==> src/rtl/audio_pkg.sv <==
// audio_pkg: shared sample width and stereo sample types for the audio path
package audio_pkg;
   localparam int SAMPLE_W_DEF = 16;
   typedef logic signed [SAMPLE_W_DEF-1:0] sample_t;
   typedef struct packed {
      sample_t l;
      sample_t r;
   } stereo_t;
endpackage

==> src/rtl/i2s_bclk_gen.sv <==
// i2s_bclk_gen: divides clk into bclk and flags the clk edge on which bclk will rise or fall
module i2s_bclk_gen #(
   parameter int BCLK_DIV = 2
) (
   input  logic clk,
   input  logic rst,
   output logic bclk,
   output logic fall_strobe,
   output logic rise_strobe
);
   localparam int DIV_W = (BCLK_DIV > 1) ? $clog2(BCLK_DIV) : 1;
   logic [DIV_W-1:0] r_div;
   logic             r_bclk;
   logic             w_wrap;
   assign w_wrap      = r_div == DIV_W'(BCLK_DIV - 1);
   assign fall_strobe = w_wrap & r_bclk;
   assign rise_strobe = w_wrap & ~r_bclk;
   assign bclk        = r_bclk;
   // divider runs 0..BCLK_DIV-1 and bclk flips on every wrap
   always_ff @(posedge clk) begin
      if (rst) begin
         r_div  <= '0;
         r_bclk <= 1'b0;
      end else begin
         r_div  <= w_wrap ? '0 : r_div + 1'b1;
         r_bclk <= r_bclk ^ w_wrap;
      end
   end
endmodule

==> src/rtl/i2s_tx.sv <==
// i2s_tx: single-pair buffered I2S transmitter with one-bit data delay after word select
module i2s_tx
   import audio_pkg::*;
#(
   parameter int SAMPLE_W = SAMPLE_W_DEF,
   parameter int BCLK_DIV = 2
) (
   input  logic                       clk,
   input  logic                       rst,
   input  logic signed [SAMPLE_W-1:0] sample_l,
   input  logic signed [SAMPLE_W-1:0] sample_r,
   input  logic                       sample_valid,
   output logic                       sample_ready,
   output logic                       bclk,
   output logic                       lrclk,
   output logic                       sdata,
   output logic                       underrun
);
   localparam int FRAME_BITS = 2 * SAMPLE_W;
   localparam int BIT_W      = $clog2(FRAME_BITS);
   logic [BIT_W-1:0]      r_bit;
   logic [FRAME_BITS-1:0] r_hold;
   logic [FRAME_BITS-1:0] r_shift;
   logic                  r_full;
   logic                  r_lrclk;
   logic                  r_sdata;
   logic                  r_underrun;
   logic                  w_fall;
   logic                  w_rise;
   logic                  w_load;
   logic                  w_take;
   logic [BIT_W-1:0]      w_next_bit;
   logic [FRAME_BITS-1:0] w_word;
   i2s_bclk_gen #(
      .BCLK_DIV(BCLK_DIV)
   ) u_bclk_gen (
      .clk        (clk),
      .rst        (rst),
      .bclk       (bclk),
      .fall_strobe(w_fall),
      .rise_strobe(w_rise)
   );
   assign w_next_bit   = (r_bit == BIT_W'(FRAME_BITS - 1)) ? '0 : r_bit + 1'b1;
   assign w_load       = w_fall & (r_bit == '0);
   assign w_word       = r_full ? r_hold : '0;
   // the load edge frees the holding slot, so a pair can be taken on that same edge
   assign sample_ready = ~r_full | w_load;
   assign w_take       = sample_valid & sample_ready;
   assign lrclk        = r_lrclk;
   assign sdata        = r_sdata;
   assign underrun     = r_underrun;
   // one-pair holding register: filled by the handshake, drained by the frame load
   always_ff @(posedge clk) begin
      if (rst) begin
         r_full <= 1'b0;
         r_hold <= '0;
      end else begin
         r_full <= w_take | (r_full & ~w_load);
         r_hold <= w_take ? {sample_l, sample_r} : r_hold;
      end
   end
   // frame engine: bit index and outputs move on bclk falls, shifter pre-advances on rises
   always_ff @(posedge clk) begin
      if (rst) begin
         r_bit      <= '0;
         r_shift    <= '0;
         r_lrclk    <= 1'b0;
         r_sdata    <= 1'b0;
         r_underrun <= 1'b0;
      end else begin
         r_underrun <= w_load & ~r_full;
         if (w_fall) begin
            r_bit   <= w_next_bit;
            r_lrclk <= w_next_bit >= BIT_W'(SAMPLE_W);
            r_sdata <= w_load ? w_word[FRAME_BITS-1] : r_shift[FRAME_BITS-1];
         end
         if (w_load)
            r_shift <= w_word;
         else if (w_rise)
            r_shift <= r_shift << 1;
      end
   end
endmodule

==> config.mk <==
export PLATFORM = sky130hd
export DESIGN_NAME = i2s_tx
export DESIGN_NICKNAME = d
export VERILOG_FILES = /design/src/rtl/audio_pkg.sv /design/src/rtl/i2s_bclk_gen.sv /design/src/rtl/i2s_tx.sv
export SDC_FILE = /design/constraint.sdc
export NUM_CORES = 1
export LEC_CHECK = 0
export CORE_ASPECT_RATIO = 1.5
export CORE_MARGIN = 2
export CORE_UTILIZATION = 55
export DETAILED_ROUTE_END_ITERATION = 6
export HOLD_SLACK_MARGIN = 0.1
export PLACE_DENSITY = 0.79
export SLEW_MARGIN = 20
export SYNTH_ARGS = -nofsm -noshare
export SYNTH_HDL_FRONTEND = slang
export SYNTH_SLANG_ARGS = --single-unit
==> constraint.sdc <==
create_clock -name clk -period 3.9 [get_ports clk]
set_input_delay 0.585 -clock clk [delete_from_list [all_inputs] [get_ports clk]]
set_output_delay 0.585 -clock clk [all_outputs]
set_load 0.005 [all_outputs]
== Word level (Yosys, flattened, before mapping) ==
Cells that the tools add are included.

* Register bits after elaboration: 75
* Input bits: 35

* Multiplexer cells: 5
* Reductions and logical operators: 3
* Add/sub/neg operators: 2
* Order comparisons: 1
* Eq/ne operators: 1
* Bitwise logic cells: 12

{| class="wikitable"
|+ Operator list
! kind !! count
|-
| 2-to-1 mux 32 bit || 3
|-
| AND 1 bit || 6
|-
| adder 5 x 1 -> 5 bit (second input constant) || 1
|-
| equality test 5 bit (second input constant) || 1
|-
| greater-or-equal comparator 5 bit (second input constant) || 1
|-
| zero test 5 bit || 1
|-
| 2-to-1 mux 5 bit || 1
|-
| inverter 1 bit || 3
|-
| bitwise OR 1 bit || 2
|-
| nonzero test 2 bit || 1
|-
| OR reduction 2 bit || 1
|-
| adder 1 bit (second input constant) || 1
|-
| 2-to-1 mux 1 bit || 1
|-
| XOR 1 bit || 1
|}

== Depth between registers and ports, before layout ==
* Depth in word-level cells: 5
* Depth in mapped cells: 7
* Gate-level depth less buffers: 6

== Modules after synthesis ==
From an unflattened synthesis, not the netlist that was laid out.

* Cells, all modules: 376
* Area total of the unflattened synthesis: 3562.2 um^2

{| class="wikitable"
|+ By module, submodules not included
! module !! cells each !! sequential area each (um^2) !! instances !! area an instance (um^2)
|-
| i2s_tx || 369 || 1441.4 || 1 || 3485.8
|-
| i2s_bclk_gen || 7 || 40.0 || 1 || 76.3
|}

== Worst setup path after synthesis ==
No wires, ideal clock.

* Path kind: reg-to-output
* From: reg u_bclk_gen.r_bclk (netlist: u_bclk_gen.bclk)
* To: out sample_ready
* Buffers on the path: 2
* Path slack: 1.910 ns
* Cell stages (with the launch flop): 6
* Data arrival time: 1.405 ns
* Required time: 3.315 ns
* Cell sequence: dfxtp_1 > ha_1 > buf_2 > or4b_1 > buf_2 > o21ai_1

* Longest elaborated chain between the ends: 3

{| class="wikitable"
|+ RTL lines
! item !! line !! source
|-
| start, declared || i2s_bclk_gen.sv:13 || <nowiki>logic r_bclk;</nowiki>
|-
| start signal, assigned || i2s_bclk_gen.sv:26 || <nowiki>r_bclk <= r_bclk ^ w_wrap;</nowiki>
|-
| AND 1 bit || i2s_bclk_gen.sv:16 || <nowiki>assign fall_strobe = w_wrap & r_bclk;</nowiki>
|-
| via u_bclk_gen.fall_strobe || i2s_bclk_gen.sv:8 || <nowiki>output logic fall_strobe,</nowiki>
|-
| AND 1 bit || i2s_tx.sv:44 || <nowiki>assign w_load = w_fall & (r_bit == '0);</nowiki>
|-
| bitwise OR 1 bit || i2s_tx.sv:47 || <nowiki>assign sample_ready = ~r_full | w_load;</nowiki>
|-
| end, declared || i2s_tx.sv:13 || <nowiki>output logic sample_ready,</nowiki>
|}

The timed path passes the listed nets, and every way through them passes these cells.

== Worst setup path after layout ==
* From: reg u_bclk_gen.r_div
* To: out sample_ready

* Longest elaborated chain between the ends: 3

{| class="wikitable"
|+ RTL lines
! item !! line !! source
|-
| start, declared || i2s_bclk_gen.sv:12 || <nowiki>logic [DIV_W-1:0] r_div;</nowiki>
|-
| start signal, assigned || i2s_bclk_gen.sv:25 || <nowiki>r_div <= w_wrap ? '0 : r_div + 1'b1;</nowiki>
|-
| AND 1 bit || i2s_bclk_gen.sv:16 ||
|-
| via u_bclk_gen.fall_strobe || i2s_bclk_gen.sv:8 ||
|-
| AND 1 bit || i2s_tx.sv:44 ||
|-
| bitwise OR 1 bit || i2s_tx.sv:47 ||
|}

The timed path passes the listed nets, and every way through them passes these cells.

==> results.py <==
metrics = {
    "synthesis": {
        "synth_edf_count": 0,
        "syn_area_per_cell_um2": 9.457,
        "async_flop_share_pct": 0,
        "synth.distinct_cells": 30,
        "syn_nets": 416,
        "synth_seq_cells": 74,
        "ys_seq_area_share_pct": 41.66,
        "synth_top_flop_cell": "dfxtp_1",
        "syn_inst": 376,
        "yosys_warnings": 0,
        "synthesis.area_um2": 3556,
    },
    "placed_design": {
        "post-place-ws_ns": 1.141,
        "io_buffer_count": 39,
        "placed_cell_area_um2": 3916,
        "dp_hpwl_um": 4091,
        "gp_congestion": 0.7447,
    },
    "clock_tree": {
        "numCtsBuffers": 9,
        "ctsHoldBuffers": 0,
        "cts_sinks": 74,
        "cts_resized": 0,
        "root_buffer": "clkbuf_8",
        "cts_tree": "done",
        "clock_latency_ns": 0.35,
        "htree_levels": 3,
        "clockBufferDepth": 2,
        "post-cts-setup-buffer-count": 0,
        "clk_pin_slew_ns": 0.07,
    },
    "global_route": {
        "grt_pass1_wl_um": 11590,
        "overflow": 0,
        "grt_max_degree": 71,
        "antenna_found_initial": 0,
        "grtUsageTotal_pct": 20.14,
        "grt_pass1_vias": 2694,
    },
    "layout": {
        "area_growth_pct": 14.74,
        "layout_common_cells": "dfxtp_1, nand2b_1, clkdlybuf4s50_1",
        "fillers": 529,
        "finish.instance_area_um2": 4080,
        "multi_input_area_um2": 1867,
        "drive_above_1_share_pct": 11.91,
        "nets": 438,
        "register_area_um2": 1481,
        "antennaDiodeCount": 0,
        "layout_commonest_cell": "dfxtp_1",
    },
    "timing": {
        "maxSlewViolCount": 0,
        "setup_tns_ns": 0,
        "tightestPinTransition_ns": 0.9017,
        "maxSlewHeadroom_pct": 39.88,
        "rsz0062_at_grt": "no",
        "fin_ws_ns": 0.7482,
        "finalSetupViolations": 0,
        "hold_viol": 0,
        "fmax_mhz": 317.3,
        "min_period_ns": 3.152,
        "skew_ns": 0.007279,
        "min_period_over_period_pct": 80.82,
    },
    "pwr": {
        "p_leak_nw": 1.582,
        "p_per_area_nw_per_um2": 369.1,
        "ir_worst_vdd_mv": 0.2862,
    },
    "critical_path": {
        "r2r_cells": 6,
        "r2r-start": "u_bclk_gen.bclk",
        "rrSetupSlack_ns": 1.65,
        "cp-end-kind": "primary output",
        "critPathMaxFanout": 35,
        "start_kind": "register",
        "cp_data_required_time_ns": 3.31,
        "critPathKind": "reg -> out",
        "worst_ep_arrival_time_ns": 2.57,
        "reg2reg_to": "r_hold[9]",
    },
    "route": {
        "vias": 2721,
        "viasPerCell": 5.704,
        "wl_um": 6705,
        "drtIter0Drc": 118,
        "antenna_left": 0,
        "drc": 0,
        "drtPass1Iterations": 4,
        "wl_per_cell_um": 14.06,
    },
    "floorplanning": {
        "dieArea_um2": 7138,
        "core_um2": 6218,
        "fp.dieH_um": 102.5,
        "start_util_pct": 57.18,
        "num_io_pins": 40,
        "rows": 35,
        "fp.dieW_um": 69.65,
    },
    "outcome": {
        "status": "finished clean",
    },
    "min_path": {
        "hold_class": "reg -> reg",
        "hold_depth": 2,
        "min_from": "r_hold[20]",
        "whs_endpoint": "r_shift[20]",
    },
    "job": {
        "drv_cap": 0,
    },
}
==> layer usage <==
layer	wire [µm]	share of wire (%)	global-route usage (%)
met1	2879	43	21.73
met4	134	2.0	9.763
met2	3470	52	37.87
met3	221	3.3	3.748
met5	0	0	0
==> final cells by class <==
type | instances | share of cell area [%]
Tap cell | 74 | 2.269
Timing Repair Buffer | 48 | 11.10
Inverter | 6 | 0.5520
Multi-Input combinational cell | 259 | 45.75
Clock buffer | 13 | 3.649
Sequential cell | 74 | 36.31
Clock inverter | 3 | 0.3680
==> synth_stat cells, types with 5 or more instances <==
library cell,count,area (µm²)
o21ai_0,18,90.09
dfxtp_1,74,1481
buf_6,6,67.56
nand4_1,32,200.2
nor2_1,5,18.77
ha_1,5,62.56
a21oi_1,37,185.2
mux2_1,8,90.09
clkbuf_1,22,82.58
nand2b_1,64,400.4
mux2_2,23,259.0
buf_2,8,40.04
o21ai_1,17,85.08
mux2i_1,33,330.3
inv_1,6,22.52
==> through the flow <==
stage               hold WS, ns  utilization [%]  cells  power, mW
global placement         0.4308            62.98    461      1.001
CTS                      0.4719            65.61    477      1.514
detailed placement       0.4601            62.98    461      1.007
global route             0.4872            65.61    477      1.564
floorplan                0.4203                -    376     0.9437
finish                   0.4683            65.61    477      1.506
==> state kept, by name (all words and copies together), names as in the netlist <==
| register | flops |
|---|---|
| r_hold | 32 |
| r_shift | 32 |
| r_bit | 5 |
| r_full | 1 |
| sdata | 1 |
| u_bclk_gen.bclk | 1 |
| u_bclk_gen.r_div | 1 |
| underrun | 1 |
==> where the power goes <==
part | leakage (nW) | internal, mW | total (mW) | switching, mW
Sequential | 0.602 | 0.784 | 0.800 | 0.0158
Combinational | 0.893 | 0.0920 | 0.188 | 0.0957
Clock | 0.0872 | 0.246 | 0.518 | 0.272
Total | 1.58 | 1.12 | 1.51 | 0.384
==> cell families (layout without fill, tap and decap cells) <==
family                     Yosys count  count (layout)  share of synthesized area (%)
DFF                                 74              74                          41.66
adders and majority gates            5               5                          1.759
AOI/OAI and AO/OA                   76              76                          11.05
buffers and inverters               43              70                          6.087
and+or+nand+nor                    114             114                          20.34
muxes                               64              64                          19.11
==> critical path, cell delays in order, from the launching register on <==
cell and delay (ns):
dfxtp_1 0.37, ha_1 0.34, or4b_1 0.48, buf_4 0.26, o21ai_1 0.22, clkdlybuf4s50_1 0.54
==> worst max-delay path by stage <==
| stage | endpoint | slack, ns | cells past startpoint | from |
|---|---|---|---|---|
| 2_1_floorplan | sample_ready | 1.91 | 5 | u_bclk_gen.bclk |
| 3_3_place_gp | sample_ready | 1.24 | 5 | u_bclk_gen.r_div |
| 3_5_place_dp | sample_ready | 1.14 | 5 | u_bclk_gen.r_div |
| 4_1_cts | sample_ready | 0.75 | 5 | u_bclk_gen.r_div |
| 5_1_grt | sample_ready | 0.63 | 5 | u_bclk_gen.r_div |
| 6_report | sample_ready | 0.75 | 5 | u_bclk_gen.r_div |
Note: power is estimated with default switching activity, not from simulation.
